--- src/rtl/seq_match_logger.sv ---
// Logs the bit position of every "10110" detector match into a first-word-fall-through FIFO,
// with a saturating match counter and sticky overflow. Optional irq output: define SEQ_LOG_IRQ_EN.
module seq_match_logger #(
    parameter int DEPTH     = 8,
    parameter int POS_W     = 16,
    parameter int CNT_W     = 16,
    parameter int IRQ_LEVEL = 4
) (
    input  logic                     clk,
    input  logic                     rst,
    input  logic                     bit_valid,
    input  logic                     match,
    input  logic                     clr,
    output logic                     rd_valid,
    input  logic                     rd_ready,
    output logic [POS_W-1:0]         rd_data,
    output logic [$clog2(DEPTH):0]   count,
    output logic [CNT_W-1:0]         match_cnt,
    output logic                     overflow
`ifdef SEQ_LOG_IRQ_EN
    ,
    output logic                     irq
`endif
);

    localparam int AW = $clog2(DEPTH);
    localparam int CW = AW + 1;
    localparam logic [CW-1:0]    FULL_C  = CW'(DEPTH);
    localparam logic [CNT_W-1:0] CNT_MAX = {CNT_W{1'b1}};

    logic [POS_W-1:0] r_mem [DEPTH];
    logic [AW-1:0]    r_wptr;
    logic [AW-1:0]    r_rptr;
    logic [CW-1:0]    r_count;
    logic             r_rd_valid;
    logic [POS_W-1:0] r_rd_data;
    logic [POS_W-1:0] r_pos;
    logic [CNT_W-1:0] r_match_cnt;
    logic             r_overflow;

    logic             w_event;
    logic             w_pop;
    logic             w_full;
    logic             w_push;
    logic             w_drop;
    logic [AW-1:0]    w_rptr_nxt;
    logic [CW-1:0]    w_count_nxt;
    logic [POS_W-1:0] w_rd_data_nxt;

    // Push/pop qualification and next occupancy / next head value
    always_comb begin
        w_event       = bit_valid & match;
        w_pop         = r_rd_valid & rd_ready;
        w_full        = (r_count == FULL_C);
        // A full FIFO still accepts a push when the head leaves in the same cycle
        w_push        = w_event & (~w_full | w_pop);
        w_drop        = w_event & w_full & ~w_pop;
        w_rptr_nxt    = r_rptr + AW'(1);
        w_count_nxt   = r_count;
        w_rd_data_nxt = r_rd_data;
        case ({w_push, w_pop})
            2'b10:   w_count_nxt = r_count + CW'(1);
            2'b01:   w_count_nxt = r_count - CW'(1);
            default: w_count_nxt = r_count;
        endcase
        if (w_pop) begin
            if (r_count > CW'(1)) begin
                w_rd_data_nxt = r_mem[w_rptr_nxt];
            end else if (w_push) begin
                w_rd_data_nxt = r_pos;
            end else begin
                w_rd_data_nxt = r_rd_data;
            end
        end else if (w_push && (r_count == CW'(0))) begin
            w_rd_data_nxt = r_pos;
        end else begin
            w_rd_data_nxt = r_rd_data;
        end
    end

    // Free-running bit position; clr deliberately leaves it alone
    always_ff @(posedge clk) begin
        if (!rst) begin
            r_pos <= '0;
        end else if (bit_valid) begin
            r_pos <= r_pos + POS_W'(1);
        end
    end

    // Entry storage; contents only become visible through the pointers below
    always_ff @(posedge clk) begin
        if (w_push && rst && !clr) begin
            r_mem[r_wptr] <= r_pos;
        end
    end

    // FIFO pointers, occupancy and registered head
    always_ff @(posedge clk) begin
        if (!rst || clr) begin
            r_wptr     <= '0;
            r_rptr     <= '0;
            r_count    <= '0;
            r_rd_valid <= 1'b0;
            r_rd_data  <= '0;
        end else begin
            if (w_push) begin
                r_wptr <= r_wptr + AW'(1);
            end
            if (w_pop) begin
                r_rptr <= w_rptr_nxt;
            end
            r_count    <= w_count_nxt;
            r_rd_valid <= (w_count_nxt != CW'(0));
            r_rd_data  <= w_rd_data_nxt;
        end
    end

    // Status: saturating match counter and sticky overflow
    always_ff @(posedge clk) begin
        if (!rst || clr) begin
            r_match_cnt <= '0;
            r_overflow  <= 1'b0;
        end else begin
            if (w_event && (r_match_cnt != CNT_MAX)) begin
                r_match_cnt <= r_match_cnt + CNT_W'(1);
            end
            if (w_drop) begin
                r_overflow <= 1'b1;
            end
        end
    end

    assign rd_valid  = r_rd_valid;
    assign rd_data   = r_rd_data;
    assign count     = r_count;
    assign match_cnt = r_match_cnt;
    assign overflow  = r_overflow;

`ifdef SEQ_LOG_IRQ_EN
    logic r_irq;

    // Interrupt follows registered occupancy/overflow with one cycle of lag
    always_ff @(posedge clk) begin
        if (!rst || clr) begin
            r_irq <= 1'b0;
        end else begin
            r_irq <= (r_count >= CW'(IRQ_LEVEL)) | r_overflow;
        end
    end

    assign irq = r_irq;
`else
    logic w_unused_irq_level;
    assign w_unused_irq_level = (IRQ_LEVEL > 0);
`endif

endmodule

--- config.mk ---
export PLATFORM = sky130hd
export DESIGN_NAME = seq_match_logger
export DESIGN_NICKNAME = d
export VERILOG_FILES = /design/src/rtl/seq_match_logger.sv
export SDC_FILE = /design/constraint.sdc
export NUM_CORES = 1
export LEC_CHECK = 0
export CORE_MARGIN = 2
export CORE_UTILIZATION = 55
export CTS_BUF_LIST = sky130_fd_sc_hd__clkbuf_8
export DETAILED_ROUTE_END_ITERATION = 8
export PLACE_DENSITY_LB_ADDON = 0.1
export SETUP_SLACK_MARGIN = 0.05
export SLEW_MARGIN = 30
export SYNTH_ARGS = -nofsm -noshare
export SYNTH_HDL_FRONTEND = slang
export SYNTH_SLANG_ARGS = --single-unit
--- constraint.sdc ---
create_clock -name clk -period 5.3 [get_ports clk]
set_clock_uncertainty 0.1 [all_clocks]
set_input_delay 0.795 -clock clk [delete_from_list [all_inputs] [get_ports clk]]
set_output_delay 0.795 -clock clk [all_outputs]
set_load 0.02 [all_outputs]
# ---- Word-level counts from Yosys, hierarchy flattened
# Memories as Yosys holds them, arrays and structs flattened.
# Cells that the tools add are included.
dict set report op_classes {
  add_sub_neg 6
  order_cmp 1
  eq_ne 5
  mux 7
  bitwise 8
  reduce_logical 11
}
# operator n
set ops {}
lappend ops {{16-bit two-way mux} 4}
lappend ops {{16-bit by 1-bit adder with 16-bit output (second input constant)} 2}
lappend ops {{16-bit inequality test (second input constant)} 1}
lappend ops {{4-bit case mux with 2 select lines} 1}
lappend ops {{3-bit by 1-bit adder with 3-bit output (second input constant)} 2}
lappend ops {{1-bit bitwise AND} 5}
lappend ops {{4-bit by 1-bit adder with 4-bit output (second input constant)} 1}
lappend ops {{4-bit equality test (second input constant)} 1}
lappend ops {{4-bit by 1-bit > comparator with 1-bit output (second input constant)} 1}
lappend ops {{1-bit logical AND} 4}
lappend ops {{4-bit logical NOT} 1}
lappend ops {{4-bit nonzero test} 1}
lappend ops {{4-bit by 1-bit subtractor with 4-bit output (second input constant)} 1}
lappend ops {{3-bit by 1-bit inequality test with 1-bit output (second input constant)} 1}
lappend ops {{2-bit by 1-bit equality test with 1-bit output (second input constant)} 1}
lappend ops {{2-bit equality test (second input constant)} 1}
lappend ops {{1-bit logical NOT} 2}
lappend ops {{1-bit two-way mux} 2}
lappend ops {{1-bit NOT} 2}
lappend ops {{2-bit AND reduction} 1}
lappend ops {{2-bit nonzero test} 1}
lappend ops {{1-bit logical OR} 1}
lappend ops {{1-bit bitwise OR} 1}
dict set report totals {
  regBits 60
  ram_bits 128
  input_bits 6
  out_inout_bits 38
  elab_cells 47
  mem_count 1
}
# name depth word_bits read_ports rd_ports_with_merged_regs wr line
set mem_list {}
lappend mem_list {r_mem 8 16 1 0 1 31} ;# logic [POS_W-1:0] r_mem [DEPTH];

# ---- Longest topological paths before layout
dict set report logic_depth {
  depth_word 8
  mapped_depth 12
  depth_no_buf 11
}

# ---- Worst setup path after synthesis
# Ideal clock, no wire load.
dict set report synth_path {
  path_kind {register to register}
  startpoint {register r_count[0], in the netlist count[0]}
  endpoint {memory r_mem[0][0] (enable)}
  setup_ns 0.409
  arrival_time_ns 2.944
  required_time_ns 4.791
  setup_slack_ns 1.846
  path_stages_with_launch 9
  path_buffers 1
  synth_period_minus_slack_ns 3.454
  cell_sequence {dfxtp_1 > buf_2 > inv_1 > ha_1 > nor2b_2 > a31oi_4 > inv_2 > or3_1 > nor3_1}
}
dict set report synth_between {
  elab_chain_len 8
}
# item line
set synth_rtl {}
lappend synth_rtl {{start, declared} 34} ;# logic [CW-1:0] r_count;
lappend synth_rtl {{start signal, assigned} 112} ;# r_count <= w_count_nxt;
lappend synth_rtl {{4-bit equality test} 54} ;# w_full = (r_count == FULL_C);
lappend synth_rtl {{1-bit NOT} 56} ;# w_push = w_event & (~w_full | w_pop);
lappend synth_rtl {{1-bit bitwise OR} 56}
lappend synth_rtl {{1-bit bitwise AND} 56}
lappend synth_rtl {{1-bit logical AND (2 in a row)} 92} ;# if (w_push && rst && !clr) begin
lappend synth_rtl {{1-bit two-way mux} 92}
lappend synth_rtl {{1-bit two-way mux (implied by the code)} 93} ;# r_mem[r_wptr] <= r_pos;
lappend synth_rtl {{end, declared} 31}
# Every way passes these cells.

# ---- Final worst setup path
dict set report layout_path {
  startpoint {input rd_ready}
  endpoint {memory r_mem[0][1] (enable)}
}
dict set report layout_between {
  elab_chain_len 7
}
# item line
set layout_rtl {}
lappend layout_rtl {{start, declared} 15} ;# input logic rd_ready,
lappend layout_rtl {{1-bit bitwise AND} 53} ;# w_pop = r_rd_valid & rd_ready;
lappend layout_rtl {{1-bit bitwise OR} 56}
lappend layout_rtl {{1-bit bitwise AND} 56}
lappend layout_rtl {{1-bit logical AND (2 in a row)} 92}
lappend layout_rtl {{1-bit two-way mux} 92}
lappend layout_rtl {{1-bit two-way mux (implied by the code)} 93}
# Every way passes these cells.

==> flow_summary_export.csv <==
group,metric,value,unit
setup_path,reg2reg_from,"count[0]",
logic_synthesis,synth-edff-count,128,
logic_synthesis,synth.area.mux_share,8.47,%
clock_network,cts.clk_slew.worst_paths,80,ps
timing,relSlewSlack,38.3,%
logic_synthesis,synthTopCellsByArea,"edfxtp_1 (49%), dfxtp_1 (15%), mux2i_1 (8.5%), a21oi_1 (2.7%), xnor2_1 (2.5%)",
clock_network,cts_tree,"built",
pwr,pwr_density_cell,290,nW/µm²
setup_path,cp_max_fo,11,
clock_network,post_cts_resized,0,
layout,multi_input_area,2620,µm²
setup_path,critical_path_class,"input pin to flop",
logic_synthesis,yosysSeqAreaShare,64.6,%
die,fp.dieH,123,µm
timing,worst_pin_slew,924,ps
logic_synthesis,yosysUniqueCellTypes,51,
logic_synthesis,synth_area_leader_cell,"edfxtp_1",
logic_synthesis,netlist_instances,598,
logic_synthesis,ys_async_sr_fraction,0,%
setup_path,r2r_end,"r_mem[0][1]",
die,rows,43,
timing,min_period,3100,ps
pwr,p_int,0.00206,W
die,start_util,56.2,%
timing,fmax,323,MHz
timing,period_share,58.4,%
timing,finalSetupTns,0,ps
setup_path,worstPathArrival,3150,ps
routing,route.detailed.drc,0,
pwr,clockPowerShare,36.5,%
die,io-pin-count,44,
pwr,power_leakage,2.78,nW
routing,via_per_inst,5.79,
logic_synthesis,synth_xor_area_share,3.25,%
logic_synthesis,yosys.area.top_type_share,49.3,%
routing,vias,4843,
routing,dr.pass1.iters,5,
grt,antenna_found_initial,0,
layout,final_core_util,63.9,%
logic_synthesis,synthTopCellsByCount,"edfxtp_1 (128), mux2i_1 (66), dfxtp_1 (60)",
clock_network,cts_setup_buffers,0,
logic_synthesis,ys_warn_count,0,
logic_synthesis,synth.most_common_cell,"edfxtp_1",
routing,wl,15900,µm
logic_synthesis,synthSimpleGateAreaFrac,10.7,%
placed_design,gp_congestion,0.832,
timing,drv_slew,0,
logic_synthesis,synth-seq-cells,188,
pwr,vdd_drop_max,0.000154,V
setup_path,worstSetupEndpointType,"flop",
layout,finalInstanceArea,8870,µm²
grt,grt_pass1_vias,4868,
pwr,p_total,0.00257,W
layout,area_growth,13.7,%
logic_synthesis,synth_top_family_by_area,"simple AND/OR/NAND/NOR gates",
pwr,comb_power_share,2.5,%
clock_network,cts.hold.buffers_added,0,
logic_synthesis,synth_fa_ha_area_share,1.60,%
placed_design,io_buffers,43,
grt,grt_max_degree,38,
die,core_area,13900,µm²
logic_synthesis,ys.flop_type,"edfxtp_1",
layout,regArea,5040,µm²
hold_path,worstHoldPathCells,2,
logic_synthesis,syn_nets,614,
logic_synthesis,synth_compound_area_share,8.98,%
hold_path,hold_path.class,"flop to flop",
grt,grt_pass1_wl,25400,µm
setup_path,cp.required,5360,ps
clock_network,worst_skew_pair.late_latency,450,ps
logic_synthesis,synth_area_per_cell,13.0,µm²
pwr,p_switching,0.000508,W
clock_network,clockBufferDepth,2,
run,drv_cap,0,
hold_path,worstHoldStart,"overflow",
timing,rsz0062_at_grt,"false",
die,fp.dieW,123,µm
placed_design,dpl_cell_area,8480,µm²
setup_path,start_kind,"input pin",
clock_network,root_buffer,"clkbuf_8",
setup_path,reg2reg_depth,8,
routing,ant_nets,0,
setup_path,r2r_slack,2330,ps
placed_design,dp_hpwl,9890,µm
timing,setup_viol,0,
die,dieArea,15200,µm²
clock_network,numCtsBuffers,17,
hold_path,whs_endpoint,"overflow",
layout,drive_above_1_share,10.1,%
grt,grt-ovfl-total,0,
grt,grt_usage,22.7,%
layout,antenna_cells,0,
clock_network,htree_levels,4,
clock_network,cts.sinks,188,
logic_synthesis,synth_area,7800,µm²
pwr,netSwitchingFraction,19.8,%
timing,final-hold-violation-count,0,
pwr,seq_power_share,61.0,%
routing,first_iter_violations,272,
routing,wl_per_cell,19.1,µm
layout,final_nets,659,
run_status,status,"completed",
layout,fill_cells,1084,
cells in the final DEF (no fill, tap or decap), types with 4 or more instances in the layout:
cell	instances
a21oi_1	41
a22oi_1	17
a32oi_1	16
and2_1	16
and3_1	4
buf_4	14
clkbuf_8	19
clkdlybuf4s50_1	43
dfxtp_1	60
edfxtp_1	128
ha_1	9
inv_1	14
mux2i_1	66
nand2_1	34
nand3_1	12
nand4_1	7
nor2_1	41
nor2b_1	4
nor3_1	8
nor3_2	4
nor4_2	4
o21ai_0	18
xnor2_1	22
xor2_1	7
sequential cells by signal, summed over array words and instances, names as in the netlist:
signal,count
match_cnt,16
rd_valid,1
count,4
r_pos,16
r_wptr,3
rd_data,16
r_mem,128
overflow,1
r_rptr,3
metal layers:
| metal | vias up | share of wire (%) | track usage, % |
|---|---|---|---|
| met4 | 0 | 1.6 | 8.17 |
| li1 | 2316 | - | - |
| met5 | - | 0 | 0 |
| met1 | 2400 | 45 | 29.6 |
| met2 | 108 | 49 | 37.4 |
| met3 | 19 | 3.7 | 5.26 |
logic make-up (layout without fill, tap and decap cells):
logic type / after synthesis / after routing
AOI/OAI and AO/OA: 108 / 108
xor gates and xnor gates: 29 / 29
adders and majority gates: 10 / 10
buffers and inverters: 42 / 100
DFF: 188 / 188
muxes: 66 / 66
and+or+nand+nor: 155 / 155
worst max-delay path by stage:
stage / from / end / slack, ps / depth (start not counted)
global route: rd_ready / r_mem[0][7] / 2030 / 8
floorplan: count[0] / r_mem[0][0] / 1850 / 8
global placement: rd_ready / r_mem[0][0] / 1830 / 8
finish: rd_ready / r_mem[0][1] / 2200 / 8
detailed placement: rd_ready / r_mem[0][3] / 1740 / 8
CTS: rd_ready / r_mem[0][1] / 2230 / 8
critical path, stage by stage:
cell             delay [ps]
clkdlybuf4s50_1         440
and2_1                  320
inv_2                   120
a31oi_4                 270
inv_2                    80
or3_1                   430
nor3_2                  400
buf_4                   290
cell type report:
type,count,area share (%)
clock inverters,13,1.51
multi-input cells,368,29.5
well taps,180,2.54
flip-flops and latches,188,56.8
inverters,10,0.423
clock buffers,19,2.95
repair buffers,58,6.26
per-stage QoR:
step	setup WS [ps]	hold WS [ps]	std cells
final	2200	386	836
after global routing	2030	427	836
after CTS	2230	396	836
after detailed placement	1740	371	804
after global placement	1830	372	803
after floorplan	1850	340	598
power by group through the flow:
| stage | logic (W) | clock network (W) | registers [W] |
|---|---|---|---|
| after floorplan | 0.0000345 | 0 | 0.00161 |
| after global placement | 0.0000634 | 0 | 0.00160 |
| after detailed placement | 0.0000646 | 0 | 0.00160 |
| after CTS | 0.0000648 | 0.000957 | 0.00157 |
| after global routing | 0.0000707 | 0.00103 | 0.00157 |
| final | 0.0000641 | 0.000939 | 0.00157 |
(Power assumes the default switching activity.)
